## config.mk

```make
export PLATFORM = sky130hd
export DESIGN_NAME = ram_fifo_ctrl
export DESIGN_NICKNAME = d
export VERILOG_FILES = /design/src/rtl/lab5_pkg.sv /design/src/rtl/fifo_ptr.sv /design/src/rtl/ram_fifo_ctrl.sv
export SDC_FILE = /design/constraint.sdc
export NUM_CORES = 1
export LEC_CHECK = 0
export ABC_AREA = 1
export BUFFER_PORTS_ARGS = -buffer_cell sky130_fd_sc_hd__buf_4
export CORE_UTILIZATION = 25
export CTS_BUF_LIST = sky130_fd_sc_hd__clkbuf_8
export CTS_CLUSTER_DIAMETER = 100
export DETAILED_ROUTE_END_ITERATION = 7
export HOLD_SLACK_MARGIN = 0.03
export SYNTH_ARGS = -nofsm -noshare
export SYNTH_HDL_FRONTEND = slang
export SYNTH_SLANG_ARGS = --single-unit
export TNS_END_PERCENT = 5
```

## constraint.sdc

```tcl
create_clock -name clk -period 6.3 [get_ports clk]
set_clock_uncertainty 0.05 [all_clocks]
set_input_delay 0.315 -clock clk [delete_from_list [all_inputs] [get_ports clk]]
set_output_delay 0.315 -clock clk [all_outputs]
set_load 0.1 [all_outputs]
```

## src/rtl/lab5_pkg.sv

```systemverilog
`default_nettype none
// ============================================================================
// Module      : lab5_pkg
// Description : Shared sizes and FSM encoding for the Lab5RAM FIFO controller.
// Revision    : 1.0 - initial release
// ============================================================================
package lab5_pkg;

  localparam int DATA_W  = 8;
  localparam int ADDR_W  = 6;
  localparam int DEPTH   = 2 ** ADDR_W;

  localparam int STATE_W = 1;
  typedef logic [STATE_W-1:0] state_t;

  localparam state_t IDLE    = 1'b0;
  localparam state_t RD_WAIT = 1'b1;

endpackage
`default_nettype wire

```

## src/rtl/fifo_ptr.sv

```systemverilog
`default_nettype none
// ============================================================================
// Module      : fifo_ptr
// Description : Wrapping address counter with increment enable.
// Revision    : 1.0 - initial release
// ============================================================================
module fifo_ptr
  import lab5_pkg::*;
#(
  parameter int WIDTH = ADDR_W
) (
  input  logic             clk,
  input  logic             rst,
  input  logic             i_inc,
  output logic [WIDTH-1:0] o_ptr
);

  logic [WIDTH-1:0] r_ptr;

  // Power-of-two depth: natural overflow gives the 63->0 wrap.
  always_ff @(posedge clk) begin
    if (rst) begin
      r_ptr <= '0;
    end else if (i_inc) begin
      r_ptr <= r_ptr + WIDTH'(1);
    end
  end

  assign o_ptr = r_ptr;

endmodule
`default_nettype wire

```

## src/rtl/ram_fifo_ctrl.sv

```systemverilog
`default_nettype none
// ============================================================================
// Module      : ram_fifo_ctrl
// Description : Turns the 64x8 single-port Lab5RAM into a valid/ready FIFO
//               with a one-entry output register (65 entries total).
// Revision    : 1.0 - initial release
// ============================================================================
module ram_fifo_ctrl #(
  parameter int DATA_W = lab5_pkg::DATA_W,
  parameter int ADDR_W = lab5_pkg::ADDR_W
) (
  input  logic              clk,
  input  logic              rst,
  input  logic [DATA_W-1:0] in_data,
  input  logic              in_valid,
  output logic              in_ready,
  output logic [DATA_W-1:0] out_data,
  output logic              out_valid,
  input  logic              out_ready,
  output logic [ADDR_W:0]   level,
  output logic [DATA_W-1:0] ram_in,
  output logic [ADDR_W-1:0] ram_addr,
  output logic              ram_cs,
  output logic              ram_we,
  input  logic [DATA_W-1:0] ram_q
);

  import lab5_pkg::*;

  localparam int              DEPTH   = 2 ** ADDR_W;
  localparam int              CNT_W   = ADDR_W + 1;
  localparam logic [CNT_W-1:0] c_depth = CNT_W'(DEPTH);

  state_t              r_state;
  state_t              w_next_state;
  logic [CNT_W-1:0]    r_count;
  logic                r_out_valid;
  logic [DATA_W-1:0]   r_out_data;

  logic                w_rd_issue;
  logic                w_capture;
  logic                w_in_ready;
  logic                w_wr_fire;
  logic [ADDR_W-1:0]   w_wr_ptr;
  logic [ADDR_W-1:0]   w_rd_ptr;

  // ---------------------------------------------------------------- pointers
  fifo_ptr #(.WIDTH(ADDR_W)) u_wr_ptr (
    .clk   (clk),
    .rst   (rst),
    .i_inc (w_wr_fire),
    .o_ptr (w_wr_ptr)
  );

  fifo_ptr #(.WIDTH(ADDR_W)) u_rd_ptr (
    .clk   (clk),
    .rst   (rst),
    .i_inc (w_rd_issue),
    .o_ptr (w_rd_ptr)
  );

  // ------------------------------------------------------------ FSM: state
  always_ff @(posedge clk) begin
    if (rst) begin
      r_state <= IDLE;
    end else begin
      r_state <= w_next_state;
    end
  end

  // ------------------------------------------------------- FSM: next state
  always_comb begin
    w_next_state = r_state;
    case (r_state)
      IDLE:    if (w_rd_issue) w_next_state = RD_WAIT;
      RD_WAIT: w_next_state = IDLE;
      default: w_next_state = IDLE;
    endcase
  end

  // ----------------------------------------------------------- FSM: outputs
  // Reads take the port whenever the output register is (or is about to be)
  // free; since a read always spends one cycle in RD_WAIT, writes still get
  // at least every other cycle.
  always_comb begin
    w_rd_issue = 1'b0;
    w_capture  = 1'b0;
    case (r_state)
      IDLE:    w_rd_issue = !rst && (r_count != '0) && (!r_out_valid || out_ready);
      RD_WAIT: w_capture  = 1'b1;
      default: ;
    endcase
  end

  assign w_in_ready = !rst && (r_count < c_depth) && !w_rd_issue;
  assign w_wr_fire  = in_valid && w_in_ready;

  // --------------------------------------------------------------- RAM port
  always_comb begin
    ram_cs   = 1'b0;
    ram_we   = 1'b0;
    ram_addr = '0;
    ram_in   = '0;
    if (w_rd_issue) begin
      ram_cs   = 1'b1;
      ram_addr = w_rd_ptr;
    end else if (w_wr_fire) begin
      ram_cs   = 1'b1;
      ram_we   = 1'b1;
      ram_addr = w_wr_ptr;
      ram_in   = in_data;
    end
  end

  // ------------------------------------------------------------- occupancy
  always_ff @(posedge clk) begin
    if (rst) begin
      r_count <= '0;
    end else if (w_rd_issue) begin
      r_count <= r_count - CNT_W'(1);
    end else if (w_wr_fire) begin
      r_count <= r_count + CNT_W'(1);
    end
  end

  // ------------------------------------------------------- output register
  // A capture can never meet a pop: in RD_WAIT the register is always empty.
  always_ff @(posedge clk) begin
    if (rst) begin
      r_out_valid <= 1'b0;
      r_out_data  <= '0;
    end else if (w_capture) begin
      r_out_valid <= 1'b1;
      r_out_data  <= ram_q;
    end else if (r_out_valid && out_ready) begin
      r_out_valid <= 1'b0;
    end
  end

  assign in_ready  = w_in_ready;
  assign out_valid = r_out_valid;
  assign out_data  = r_out_data;
  assign level     = r_count + CNT_W'(r_out_valid);

endmodule
`default_nettype wire

```

---- Word level (Yosys, flattened, before mapping) ----
Cells that the tools add are included.
word-level totals
  logic and storage cells ................. 41
  input port bits ......................... 20
  register bits ........................... 29
operators by class
  bitwise operators ....................... 1
  add/subtract/negate cells ............... 5
  reduce and logical (&&, ||, !) cells .... 13
  mux-type cells .......................... 15
  order comparisons ....................... 1
operators with widths
  operator             number
  $mux 8               2
  $mux 7               2
  $add 6x1->6 const B  2
  $mux 6               2
  $mux 1               8
  $add 7x1->7          1
  $add 7x1->7 const B  1
  $lt 7x7->1 const B   1
  $reduce_bool 7->1    1
  $sub 7x1->7 const B  1
  $logic_and 1x1->1    6
  $reduce_bool 2->1    2
  $logic_not 1->1      3
  $pmux 1 s2           1
  $logic_or 1x1->1     1
  $not 1->1            1

---- Depth between registers and ports, before layout ----
Gate-level depths: netlist of run 1.
  word-level depth ........................ 9
  gate-level depth with buffers ........... 16

---- Modules after synthesis ----
A second synthesis of run 1 with hierarchy kept.
unflattened totals
  cells, all modules ...................... 274
  area total of the unflattened synthesis .. 1781.7 µm²
by module, submodules not included
  module         times used  area an instance (µm²)  cells an instance
  ram_fifo_ctrl  1           1258.7                  202
  fifo_ptr       2           261.5                   36

---- Worst setup path before layout of run 1 ----
No wires, ideal clock.
  path kind ............................... reg2out
  start ................................... register r_out_valid (netlist: out_valid)
  end ..................................... output level[6]
  setup slack ............................. 2808 ps
  arrival time ............................ 3127 ps
  required time ........................... 5935 ps
  buffers on the path ..................... 0
  stages on the path, launching flop included .. 6
  path through ............................ dfxtp_1 -> ha_1 -> ha_1 -> nand3_1 -> nor2_1 -> xor2_1
on the way
  cells in the longest elaborated chain, start to end .. 1
RTL lines
  what                    line                  text
  from (decl)             ram_fifo_ctrl.sv:37   logic r_out_valid;
  from (signal assigned)  ram_fifo_ctrl.sv:130  r_out_valid <= 1'b0;
  from (signal assigned)  ram_fifo_ctrl.sv:133  r_out_valid <= 1'b1;
  from (signal assigned)  ram_fifo_ctrl.sv:136  r_out_valid <= 1'b0;
  $add 7x1->7             ram_fifo_ctrl.sv:143  assign level = r_count + CNT_W'(r_out_valid);
  to (decl)               ram_fifo_ctrl.sv:20   output logic [ADDR_W:0] level,
Every way passes these cells.

---- Final worst setup path of run 1 ----
  start ................................... input rst
  end ..................................... output ram_addr[1]
on the way
  cells in the longest elaborated chain, start to end .. 9
  elaborated cells between the ends (all ways) .. 10
  classes of those cells .................. 3 x mux; 7 x reduce/logical
RTL lines
  what                               line                  text
  from (decl)                        ram_fifo_ctrl.sv:13   input logic rst,
  $logic_not 1->1 *                  ram_fifo_ctrl.sv:89   IDLE: w_rd_issue = !rst && (r_count != '0) && (!r_out_valid || out_ready);
  $logic_and 1x1->1 * (2 in series)  ram_fifo_ctrl.sv:89
  $mux 1 *                           ram_fifo_ctrl.sv:88   case (r_state)
  via u_rd_ptr.i_inc                 fifo_ptr.sv:14        input logic i_inc,
  $logic_not 1->1                    ram_fifo_ctrl.sv:95   assign w_in_ready = !rst && (r_count < c_depth) && !w_rd_issue;
  $logic_and 1x1->1                  ram_fifo_ctrl.sv:95
  $logic_and 1x1->1                  ram_fifo_ctrl.sv:96   assign w_wr_fire = in_valid && w_in_ready;
  $mux 6                             ram_fifo_ctrl.sv:107  end else if (w_wr_fire) begin
  $mux 6 *                           ram_fifo_ctrl.sv:104  if (w_rd_issue) begin
  to (decl)                          ram_fifo_ctrl.sv:22   output logic [ADDR_W-1:0] ram_addr,
Mark *: on every way through the listed nets, which the timed path passes. The rest lies on a longest branch.

==> impl_summary.txt, run 1 <==
----------------------------------------------------
[Yosys]
  Area share of the largest cell type after synthesis ... 31.87%
  Post-Syn Instances ... around 280
  Number of warnings reported in the yosys synthesis log ... 0
  Synthesis-stage register bit count ... 29
  Count of unique library cells instantiated by Yosys ... 26
  Dominant cells by area after synthesis ... dfxtp_1, nand2_1, nor2_1
  Sequential share of the synthesized area ... about a third
  Cell type with the largest total area after synthesis ... dfxtp_1
  Post-synthesis average cell area ... 6.577 µm²
  Total nets after synthesis ... 307
  Cell area after synthesis ... 1822 µm²

[Routing]
  Detailed-route wire length per cell ... 10.81 µm
  Initial drt markers ... 94
  DRC ... 0
  Detailed-route vias per instance ... 4.244
  Via count ... 1,808
  Final wirelength ... around 4600 µm
  Total iterations of the first detailed-routing run ... 4
  Remaining antenna violation count ... 0

[Cells and area]
  Layout cell share with drive strength beyond 1 ... between 20% and 30%
  Commonest cells after routing, fill and taps aside ... nand2_1, nor2_1, buf_4
  Post-route non-filler standard cell count ... ~430
  Finished layout cell area ... 2374 µm²
  NumNets Final ... between 300 and 400
  Final design utilization ... 34.37%
  Area growth syn-to-layout ... 30.29%
  Leading cell type in the layout, fill and taps excluded ... nand2_1
  Antenna Cells ... 0

[CTS]
  Buffer type at the clock tree root ... clkbuf_8
  Htree depth ... 2
  Post-CTS setup buffer count ... 0
  Hold-fix buffers, CTS ... 0
  TritonCTS clock tree ... yes
  Maximum buffer depth of the clock tree ... 2
  Clock insertion delay at the later pin of the skew report ... 0.28 ns
  Reg clk slew, reported paths ... 0.06 ns
  Cts repair resizes ... 0
  Number of CTS-inserted buffers ... 5
  TritonCTS sink count ... 29

[Run]
  Number of maximum-capacitance constraint violations ... 0

[Die]
  # rows ... 30
  Initial core utilization ... 26.38%
  Floorplan die height ... just under 90 µm
  # IOs ... 53
  Overall die area ... 7633 µm²
  Core Box Area ... between 6000 and 7000 µm²
  Die span in x ... roughly 87 µm

[Place]
  Final weighted congestion in routability-driven placement ... around 0.83
  Number of port buffers ... 52
  HPWL after detailed placement ... 3490 µm
  Placed insts ... around 420
  Cell area after placement ... between 2000 and 2500 µm²

[Timing]
  Peak Freq ... 384.4 MHz
  Number of hold-slack violations in the final timing report ... 0
  Setup_tns ... 0 ns
  Headroom to the max-slew limit ... 61.34%
  Total count of max-transition violations in the final report ... 0
  Crit share post-route ... about two fifths
  Actual slew at the worst max-slew pin ... 0.5792 ns
  Final Critical Period ... 2.602 ns
  Setup-failing EPs final ... 0
  Unrepaired setup endpoints after global routing ... false

[Global routing]
  Vias in the first global route ... 1,700
  Initial antenna violation count ... 0
  Remaining global-route overflow ... 0
  Global-route wire length before repair ... 7624 µm
  Largest net degree at the start of global routing ... 27
  GRT Util Overall ... 12.63%

[Critical path]
  Critical Path Source Type ... input port
  Max stage delay cell, worst path ... inv_1
  Cell breakdown of the critical path ... buf_4 -> inv_1 -> nand3_2 -> inv_2 -> nand2_1 -> o21ai_1 -> buf_4
  Required time of the critical path ... roughly 5.9 ns
  Crit path top cell by count ... buf_4
  Delay of the slowest cell on the worst path ... between 0.4 and 0.5 ns
  Arr. time, crit path ... 2.24 ns
  Critical Setup Path Class ... in2out
  Largest fanout on the critical path ... 20
  Number of buffers and inverters on the critical path ... 4
  Cell family with most CP delay ... buffers and inverters
  Kind of capture point of the worst setup path ... output pin

[Hold path]
  HP Class ... in2reg

[Status]
  Outcome ... completed

----------------------------------------------------
==> final timing paths <==
check,cells past startpoint,startpoint,endpoint,slack [ns]
hold / removal,3,ram_q[1],out_data[1]$_SDFFE_PP0P_,0.21
setup / recovery,7,rst,ram_addr[1],3.70
hold reg to reg,2,u_rd_ptr.o_ptr[4]$_SDFFE_PP0P_,u_rd_ptr.o_ptr[4]$_SDFFE_PP0P_,0.43
setup reg to reg,14,r_count[0]$_SDFFE_PP0P_,r_count[3]$_SDFFE_PP0P_,3.76
==> layer usage <==
| layer | share of wire (%) | routed length [µm] | up-vias | GRT usage, % |
|---|---|---|---|---|
| met4 | 0.74 | 34 | 0 | 2.683 |
| met5 | 0 | 0 | - | 0 |
| met1 | 49 | 2234 | 811 | 16.65 |
| li1 | - | - | 961 | - |
| met3 | 4.7 | 215 | 5 | 3.791 |
| met2 | 46 | 2121 | 31 | 20.31 |
==> sequential cells by signal, indices dropped and copies added, names as in the netlist <==
name and cells:
out_data 8, out_valid 1, r_count 7, r_state 1, u_rd_ptr.o_ptr 6, u_wr_ptr.o_ptr 6
==> per-stage QoR <==
step / setup slack [ns] / hold WS, ns
global route: 3.391 / 0.2075
CTS: 3.678 / 0.1925
global placement: 3.589 / 0.4221
finish: 3.698 / 0.2065
detailed placement: 3.456 / 0.4267
floorplan: 2.808 / 0.3999
==> layout make-up <==
cell class | instances | area, µm²
fillers | 772 | 4533
multi-input cells | 198 | 1039
flip-flops and latches | 29 | 580.6
repair buffers | 52 | 390.4
inverters | 43 | 161.4
well taps | 96 | 120.1
clock buffers | 5 | 68.82
clock inverters | 3 | 13.76
==> synth_stat cells, drive strengths merged <==
cell and count:
inv 43, o22ai 3, nor3 3, a21oi 14, nand2 64, o21ai 12
ha 9, dfxtp 29, nand4 2, xor2 15, nor2 55, fa 1
clkbuf 2, nand3 20, buf 5
==> cell families (layout without fill, tap and decap cells) <==
| family | count (synthesis) | count (layout) | synth area share [%] |
|---|---|---|---|
| simple gates | 144 | 144 | 32.90 |
| buf+inv | 50 | 103 | 11.13 |
| compound gates | 29 | 29 | 9.615 |
| flops | 29 | 29 | 31.87 |
| xor+xnor | 15 | 15 | 7.212 |
| fa+ha+maj | 10 | 10 | 7.280 |
==> worst min-delay path, stage by stage <==
cell	delay, ns
buf_4	0.08
nor2_1	0.03
nor2_1	0.08
Power of run 1 is left out: the tool's default activity adds up to more than one toggle a clock period on the data nets, which glitch-free logic cannot reach.
==> run 2: changes to the inputs <==
- ABC_AREA: 1 -> 0
- clock period: 6.3 -> 2.23 ns (I/O delays scaled with it)
==> run 2 against run 1 <==
The run now ends with setup timing left. Synthesized area shrank 12%. Flip-flop and latch count stayed put. Largest cell class unchanged. Worst hold slack lost 0.17 ns. Critical path depth grew 3.
==> impl_summary.txt, run 2 <==
----------------------------------------------------
[Status]
  Outcome ... finished with violations (was completed)
  Failing checks ... setup timing

[Timing]
  Number of hold-slack violations in the final timing report ... 0 (unchanged)
  Worst hold margin ... 0.04146 ns (was 0.2065 ns)
  Crit share post-route ... 103.1%
  Post-route worst setup slack ... -0.07023 ns (was 3.698 ns)
  Peak Freq ... roughly 430 MHz
  Setup-failing EPs final ... 8 (was 0)
  Final Critical Period ... 2.300 ns
  Actual slew at the worst max-slew pin ... 0.4459 ns (was 0.5792 ns)
  Total count of max-transition violations in the final report ... 0 (unchanged)
  Headroom to the max-slew limit ... 70.27% (was 61.34%)
  Unrepaired setup endpoints after global routing ... true (was false)

[Die]
  Initial core utilization ... 26.47% (was 26.38%)
  # IOs ... 53 (unchanged)
  Die span in x ... 82.10 µm (was 87.37 µm)
  Floorplan die height ... 82.10 µm (was 87.37 µm)
  Overall die area ... 6740 µm² (was 7633 µm²)
  # rows ... 28 (was 30)
  Core Box Area ... 6061 µm² (was 6907 µm²)

[Cells and area]
  Filler instances ... 578 (was 772)
  Largest register FFs ... 8 (unchanged)
  Area growth syn-to-layout ... 67.94% (was 30.29%)
  Final design utilization ... 44.45% (was 34.37%)
  Finished layout cell area ... 2694 µm² (was 2374 µm²)
  Antenna Cells ... 0 (unchanged)
  Leading cell type in the layout, fill and taps excluded ... buf_4 (was nand2_1)
  Layout cell share with drive strength beyond 1 ... 48.46% (was 20.61%)
  NumNets Final ... 289 (was 359)
  Post-route non-filler standard cell count ... 335 (was 426)
  Commonest cells after routing, fill and taps aside ... buf_4, nor2_1, dfxtp_1 (was nand2_1, nor2_1, buf_4)

[Yosys]
  Leading cell type by number of instances after synthesis ... dfxtp_1 (was nand2_1)
  Area share of the largest cell type after synthesis ... 36.19% (was 31.87%)
  Number of enable-type register cells in the synthesized netlist ... 0 (unchanged)
  Most used flip-flop cell after synthesis ... dfxtp_1 (unchanged)
  Cell type with the largest total area after synthesis ... dfxtp_1 (unchanged)
  Asr flop ratio synth ... 0% (unchanged)
  Total nets after synthesis ... 204 (was 307)
  Cell area after synthesis ... 1604 µm² (was 1822 µm²)
  Post-synthesis average cell area ... 9.219 µm² (was 6.577 µm²)
  Sequential share of the synthesized area ... 36.19% (was 31.87%)
  Post-Syn Instances ... 174 (was 277)
  Count of unique library cells instantiated by Yosys ... 39 (was 26)
  Number of warnings reported in the yosys synthesis log ... 0 (unchanged)
  Most common library cells after synthesis ... dfxtp_1, nor2_1, mux2i_1 (was nand2_1, nor2_1, inv_1)
  Dominant cells by area after synthesis ... dfxtp_1, mux2i_1, ha_1 (was dfxtp_1, nand2_1, nor2_1)
  Synthesis-stage register bit count ... 29 (unchanged)

[Global routing]
  Met2 usage ... 23.14% (was 20.31%)
  GRT Util Overall ... 13.05% (was 12.63%)
  Global-route wire length before repair ... 6637 µm (was 7624 µm)
  GR Layer Usage met1 ... 15.17% (was 16.65%)
  Layer with the highest usage after global routing ... met2 (unchanged)
  Initial antenna violation count ... 0 (unchanged)
  Largest net degree at the start of global routing ... 33 (was 27)
  Met3 usage in global routing ... 3.077% (was 3.791%)
  Vias in the first global route ... 1,514 (was 1,700)
  Remaining global-route overflow ... 0 (unchanged)

[Power]
  Power density normalized to cell area ... 1639 nW/µm²
  Post-layout power ... 4.415 mW
  Peak supply drop ... 1.436 mV
  Pleak ... 1.177 nW

[Critical path]
  Largest fanout on the critical path ... 5 (was 20)
  Arr. time, crit path ... 2.46 ns (was 2.24 ns)
  Depth of the most critical reg-to-reg path ... 10 (was 14)
  Beginning of the worst register-to-register path ... r_count[5]$_SDFFE_PP0P_ (was r_count[0]$_SDFFE_PP0P_)
  Kind of capture point of the worst setup path ... register (was output pin)
  Critical Setup Path Class ... reg2reg (was in2out)
  Worst R2R Setup Slack ... -0.07 ns (was 3.76 ns)
  Critical Path Source Type ... register (was input port)
  Required time of the critical path ... 2.39 ns (was 5.93 ns)
  Capture point of the worst reg-to-reg path ... r_count[6]$_SDFFE_PP0P_ (was r_count[3]$_SDFFE_PP0P_)

[CTS]
  Htree depth ... 2 (unchanged)
  Buffer type at the clock tree root ... clkbuf_8 (unchanged)
  TritonCTS sink count ... 29 (unchanged)
  Reg clk slew, reported paths ... 0.06 ns (about the same)
  Maximum buffer depth of the clock tree ... 2 (unchanged)
  Number of CTS-inserted buffers ... 5 (unchanged)
  TritonCTS clock tree ... yes (unchanged)
  Clock insertion delay at the later pin of the skew report ... 0.28 ns (about the same)

[Hold path]
  Worst Hold Launch ... ram_q[6] (was ram_q[1])
  Hold-critical path endpoint ... out_data[6]$_SDFFE_PP0P_ (was out_data[1]$_SDFFE_PP0P_)
  Min-Delay Path Depth ... 3 (unchanged)
  HP Class ... in2reg (unchanged)

[Routing]
  Detailed-route wire length per cell ... 12.07 µm (was 10.81 µm)
  Remaining antenna violation count ... 0 (unchanged)
  Initial drt markers ... 35 (was 94)
  Detailed-route vias per instance ... 4.436 (was 4.244)
  Via count ... 1,486 (was 1,808)
  DRC ... 0 (unchanged)
  Total iterations of the first detailed-routing run ... 4 (unchanged)
  Final wirelength ... 4042 µm (was 4605 µm)

[Place]
  HPWL after detailed placement ... 2937 µm (was 3490 µm)
  Cell area after placement ... 2297 µm² (was 2291 µm²)
  Final weighted congestion in routability-driven placement ... 0.8023 (was 0.8278)
  Placed insts ... 316 (was 418)
  Number of port buffers ... 52 (unchanged)

[Run]
  Number of maximum-capacitance constraint violations ... 0 (unchanged)

----------------------------------------------------
[run 2: per-layer routing]
metal  up-vias  part of all wire (%)
li1        770                     -
met1       668                    45
met2        45                    49
met3         3                   5.3
met4         0                  0.99
met5         -                     0
[run 2: logic make-up after synthesis]
kind of cell	Yosys count	synth area share, %
compound gates	28	13.03
xor+xnor	17	9.282
fa+ha+maj	10	8.269
buf+inv	11	3.353
flops	29	36.19
mux	14	8.736
simple gates	65	21.14
[run 2: where the power goes]
part / internal, mW / switching, mW / total [mW]
clock: 0.278 / 0.196 / 0.475
combinational: 1.19 / 2.02 / 3.21
sequential: 0.648 / 0.0854 / 0.734
[run 2: critical path, stage by stage, from the launching register on]
cell     delay (ns)
dfxtp_2        0.36
nor4_4         0.06
a221o_2        0.39
nor2_4         0.24
buf_6          0.14
ha_4           0.19
o21a_1         0.22
o31ai_4        0.07
a21oi_2        0.09
or3_1          0.30
a31oi_1        0.12
[run 2: how the worst max path moves through the flow]
stage / start / to / slack (ns)
after floorplan: out_valid$_SDFFE_PP0P_ / r_count[6]$_SDFFE_PP0P_ / -0.21
after global placement: r_count[5]$_SDFFE_PP0P_ / r_count[6]$_SDFFE_PP0P_ / -0.09
after detailed placement: r_count[4]$_SDFFE_PP0P_ / r_count[6]$_SDFFE_PP0P_ / -0.12
after CTS: r_count[5]$_SDFFE_PP0P_ / r_count[6]$_SDFFE_PP0P_ / -0.06
after global routing: r_count[5]$_SDFFE_PP0P_ / r_count[5]$_SDFFE_PP0P_ / -0.18
final: r_count[5]$_SDFFE_PP0P_ / r_count[6]$_SDFFE_PP0P_ / -0.07
[run 2: stage by stage]
| step | TNS [ns] | setup slack (ns) |
|---|---|---|
| 2_1_floorplan | -0.4468 | -0.2099 |
| 5_1_grt | -1.113 | -0.1750 |
| 3_5_place_dp | -0.2599 | -0.1239 |
| 3_3_place_gp | -0.1179 | -0.09040 |
| 6_report | -0.2082 | -0.07023 |
| 4_1_cts | -0.1193 | -0.05909 |
[run 2: area by class of cell]
| type | instances | area, µm² | share of cell area, % |
|---|---|---|---|
| clock buffers | 7 | 96.34 | 3.576 |
| clock inverters | 1 | 5.005 | 0.1858 |
| inverters | 4 | 15.01 | 0.5574 |
| multi-input cells | 134 | 1119 | 41.52 |
| flip-flops and latches | 29 | 591.8 | 21.97 |
| well taps | 75 | 93.84 | 3.484 |
| repair buffers | 85 | 773.2 | 28.70 |
[run 2: what timing repair did]
| action | 4_1_cts | 5_1_grt |
|---|---|---|
| setup endpoints to repair | 3 | 20 |
| pin swaps | 10 | 8 |
| hold endpoints to repair | 6 | 0 |
| gates resized for setup | 21 | 23 |
| setup buffers | 4 | 1 |
| hold buffers | 6 | 0 |
(Power assumes the default switching activity.)
==> run 3: changes to the inputs <==
- ABC_AREA: 0 -> 1
==> run 3 against run 2 <==
The run now ends clean. Final cell count grew 33%. Core utilization down 5.8 points. Worst hold slack gained 0.021 ns. Wire length increased by 20%. Critical path depth shrank 5. Combinational power shrank 6.9%. Register-to-register slack improved by 0.23 ns. Flip-flop and latch count unchanged.
==> impl_summary.txt, run 3 (same netlist as run 1, synthesis figures left out) <==
----------------------------------------------------
[Power]
  Peak supply drop ... 0.8277 mV (was 1.436 mV)
  Power density normalized to cell area ... 1587 nW/µm² (was 1639 nW/µm²)
  Pleak ... 1.361 nW (was 1.177 nW)
  Post-layout power ... 4.240 mW (was 4.415 mW)

[Die]
  Overall die area ... 7633 µm² (was 6740 µm²)
  Core Box Area ... 6907 µm² (was 6061 µm²)
  # IOs ... 53 (unchanged)
  Die span in x ... 87.37 µm (was 82.10 µm)
  Initial core utilization ... 26.38% (was 26.47%)
  Floorplan die height ... 87.37 µm (was 82.10 µm)
  # rows ... 30 (was 28)

[Run]
  Number of maximum-capacitance constraint violations ... 0 (unchanged)

[Cells and area]
  Final design utilization ... 38.68% (was 44.45%)
  NumNets Final ... 381 (was 289)
  Area growth syn-to-layout ... 46.63% (was 67.94%)
  Flip-flop and latch area ... 584.3 µm² (was 591.8 µm²)
  Post-route non-filler standard cell count ... 447 (was 335)
  Leading cell type in the layout, fill and taps excluded ... buf_4 (unchanged)
  Filler instances ... 742 (was 578)
  Commonest cells after routing, fill and taps aside ... buf_4, nand2_1, nor2_1 (was buf_4, nor2_1, dfxtp_1)
  Largest register FFs ... 8 (unchanged)
  Area taken by multi-input logic gates ... 1140 µm² (was 1119 µm²)
  Layout cell share with drive strength beyond 1 ... 29.91% (was 48.46%)
  Antenna Cells ... 0 (unchanged)

[Timing]
  Setup-failing EPs final ... 0 (was 8)
  Actual slew at the worst max-slew pin ... 0.4289 ns (was 0.4459 ns)
  Unrepaired setup endpoints after global routing ... true (unchanged)
  Number of hold-slack violations in the final timing report ... 0 (unchanged)
  Crit share post-route ... 93.46% (was 103.1%)
  Final Critical Period ... 2.084 ns (was 2.300 ns)
  Peak Freq ... 479.8 MHz (was 434.7 MHz)
  Headroom to the max-slew limit ... 71.40% (was 70.27%)
  Total count of max-transition violations in the final report ... 0 (unchanged)

[Place]
  Final weighted congestion in routability-driven placement ... 0.8305 (was 0.8023)
  HPWL after detailed placement ... 3516 µm (was 2937 µm)
  Placed insts ... 426 (was 316)
  Number of port buffers ... 52 (unchanged)

[Global routing]
  Global-route wire length before repair ... 7790 µm (was 6637 µm)
  Remaining global-route overflow ... 0 (unchanged)
  Largest net degree at the start of global routing ... 20 (was 33)
  GRT Util Overall ... 13.22% (was 13.05%)
  Vias in the first global route ... 1,757 (was 1,514)
  Initial antenna violation count ... 0 (unchanged)

[CTS]
  Maximum buffer depth of the clock tree ... 2 (unchanged)
  Number of CTS-inserted buffers ... 5 (unchanged)
  Buffer type at the clock tree root ... clkbuf_8 (unchanged)
  TritonCTS clock tree ... yes (unchanged)
  Reg clk slew, reported paths ... 0.07 ns (was 0.06 ns)
  TritonCTS sink count ... 29 (unchanged)
  Clock insertion delay at the later pin of the skew report ... 0.28 ns (about the same)
  Htree depth ... 2 (unchanged)

[Critical path]
  Required time of the critical path ... 2.07 ns (was 2.39 ns)
  Largest fanout on the critical path ... 9 (was 5)
  Critical Path Source Type ... register (unchanged)
  Kind of capture point of the worst setup path ... output pin (was register)
  Critical Setup Path Class ... reg2out (was reg2reg)
  Arr. time, crit path ... 1.92 ns (was 2.46 ns)

[Hold path]
  HP Class ... in2reg (unchanged)

[Status]
  Outcome ... completed (was finished with violations)

[Routing]
  Remaining antenna violation count ... 0 (unchanged)
  Initial drt markers ... 53 (was 35)
  DRC ... 0 (unchanged)
  Detailed-route vias per instance ... 4.266 (was 4.436)
  Via count ... 1,907 (was 1,486)
  Final wirelength ... 4854 µm (was 4042 µm)
  Total iterations of the first detailed-routing run ... 4 (unchanged)
  Detailed-route wire length per cell ... 10.86 µm (was 12.07 µm)

----------------------------------------------------
## run 3: what timing repair did
item	in CTS	in global routing
hold buffers	8	0
gates resized for setup	0	3
buffers inserted	0	6
hold endpoints to repair	8	0
setup endpoints to repair	0	17
## run 3: final cells by class
type | count | share of cell area, %
inverter | 43 | 6.183
clock buffer | 6 | 3.091
tap | 96 | 4.496
clock inverter | 1 | 0.1405
multi-input combinational | 198 | 42.67
sequential | 29 | 21.87
timing repair buffer | 74 | 21.55
## run 3: path summary, 6_finish.rpt
| path | startpoint | to | slack (ns) | cells past startpoint |
|---|---|---|---|---|
| max reg2reg | r_count[5]$_SDFFE_PP0P_ | r_count[6]$_SDFFE_PP0P_ | 0.16 | 14 |
| max | r_count[6]$_SDFFE_PP0P_ | ram_cs | 0.15 | 5 |
| min | rst | u_rd_ptr.o_ptr[1]$_SDFFE_PP0P_ | 0.06 | 2 |
| min reg2reg | u_wr_ptr.o_ptr[5]$_SDFFE_PP0N_ | u_wr_ptr.o_ptr[5]$_SDFFE_PP0N_ | 0.43 | 2 |
## run 3: metal layers
layer	share of wire, %	global-route usage [%]
met5	0	0
met4	0.99	4.471
met3	4.3	3.128
met2	50	22.87
met1	45	16.00
## run 3: power breakdown
part           leakage [nW]  total [mW]  switching, mW  internal, mW
registers             0.239       0.811          0.141         0.670
clock network        0.0485       0.437          0.197         0.240
logic                  1.07        2.99           2.20         0.793
## run 3: critical path, cell delays in order, from the launching register on
cell and delay [ns]:
dfxtp_1 0.35, buf_4 0.18, nor2_1 0.24, inv_1 0.12, o21ai_2 0.37, buf_4 0.37
## run 3: through the flow
stage	hold WS, ns	area [µm²]	setup TNS (ns)	worst slack (ns)
after floorplan	0.1964	1923	-0.3495	-0.1165
after global placement	0.2843	2452	0	0.2089
after detailed placement	0.2939	2452	0	0.1290
after CTS	0.05792	2619	0	0.02449
after global routing	0.05636	2671	-0.02199	-0.02199
final	0.06287	2671	0	0.1460
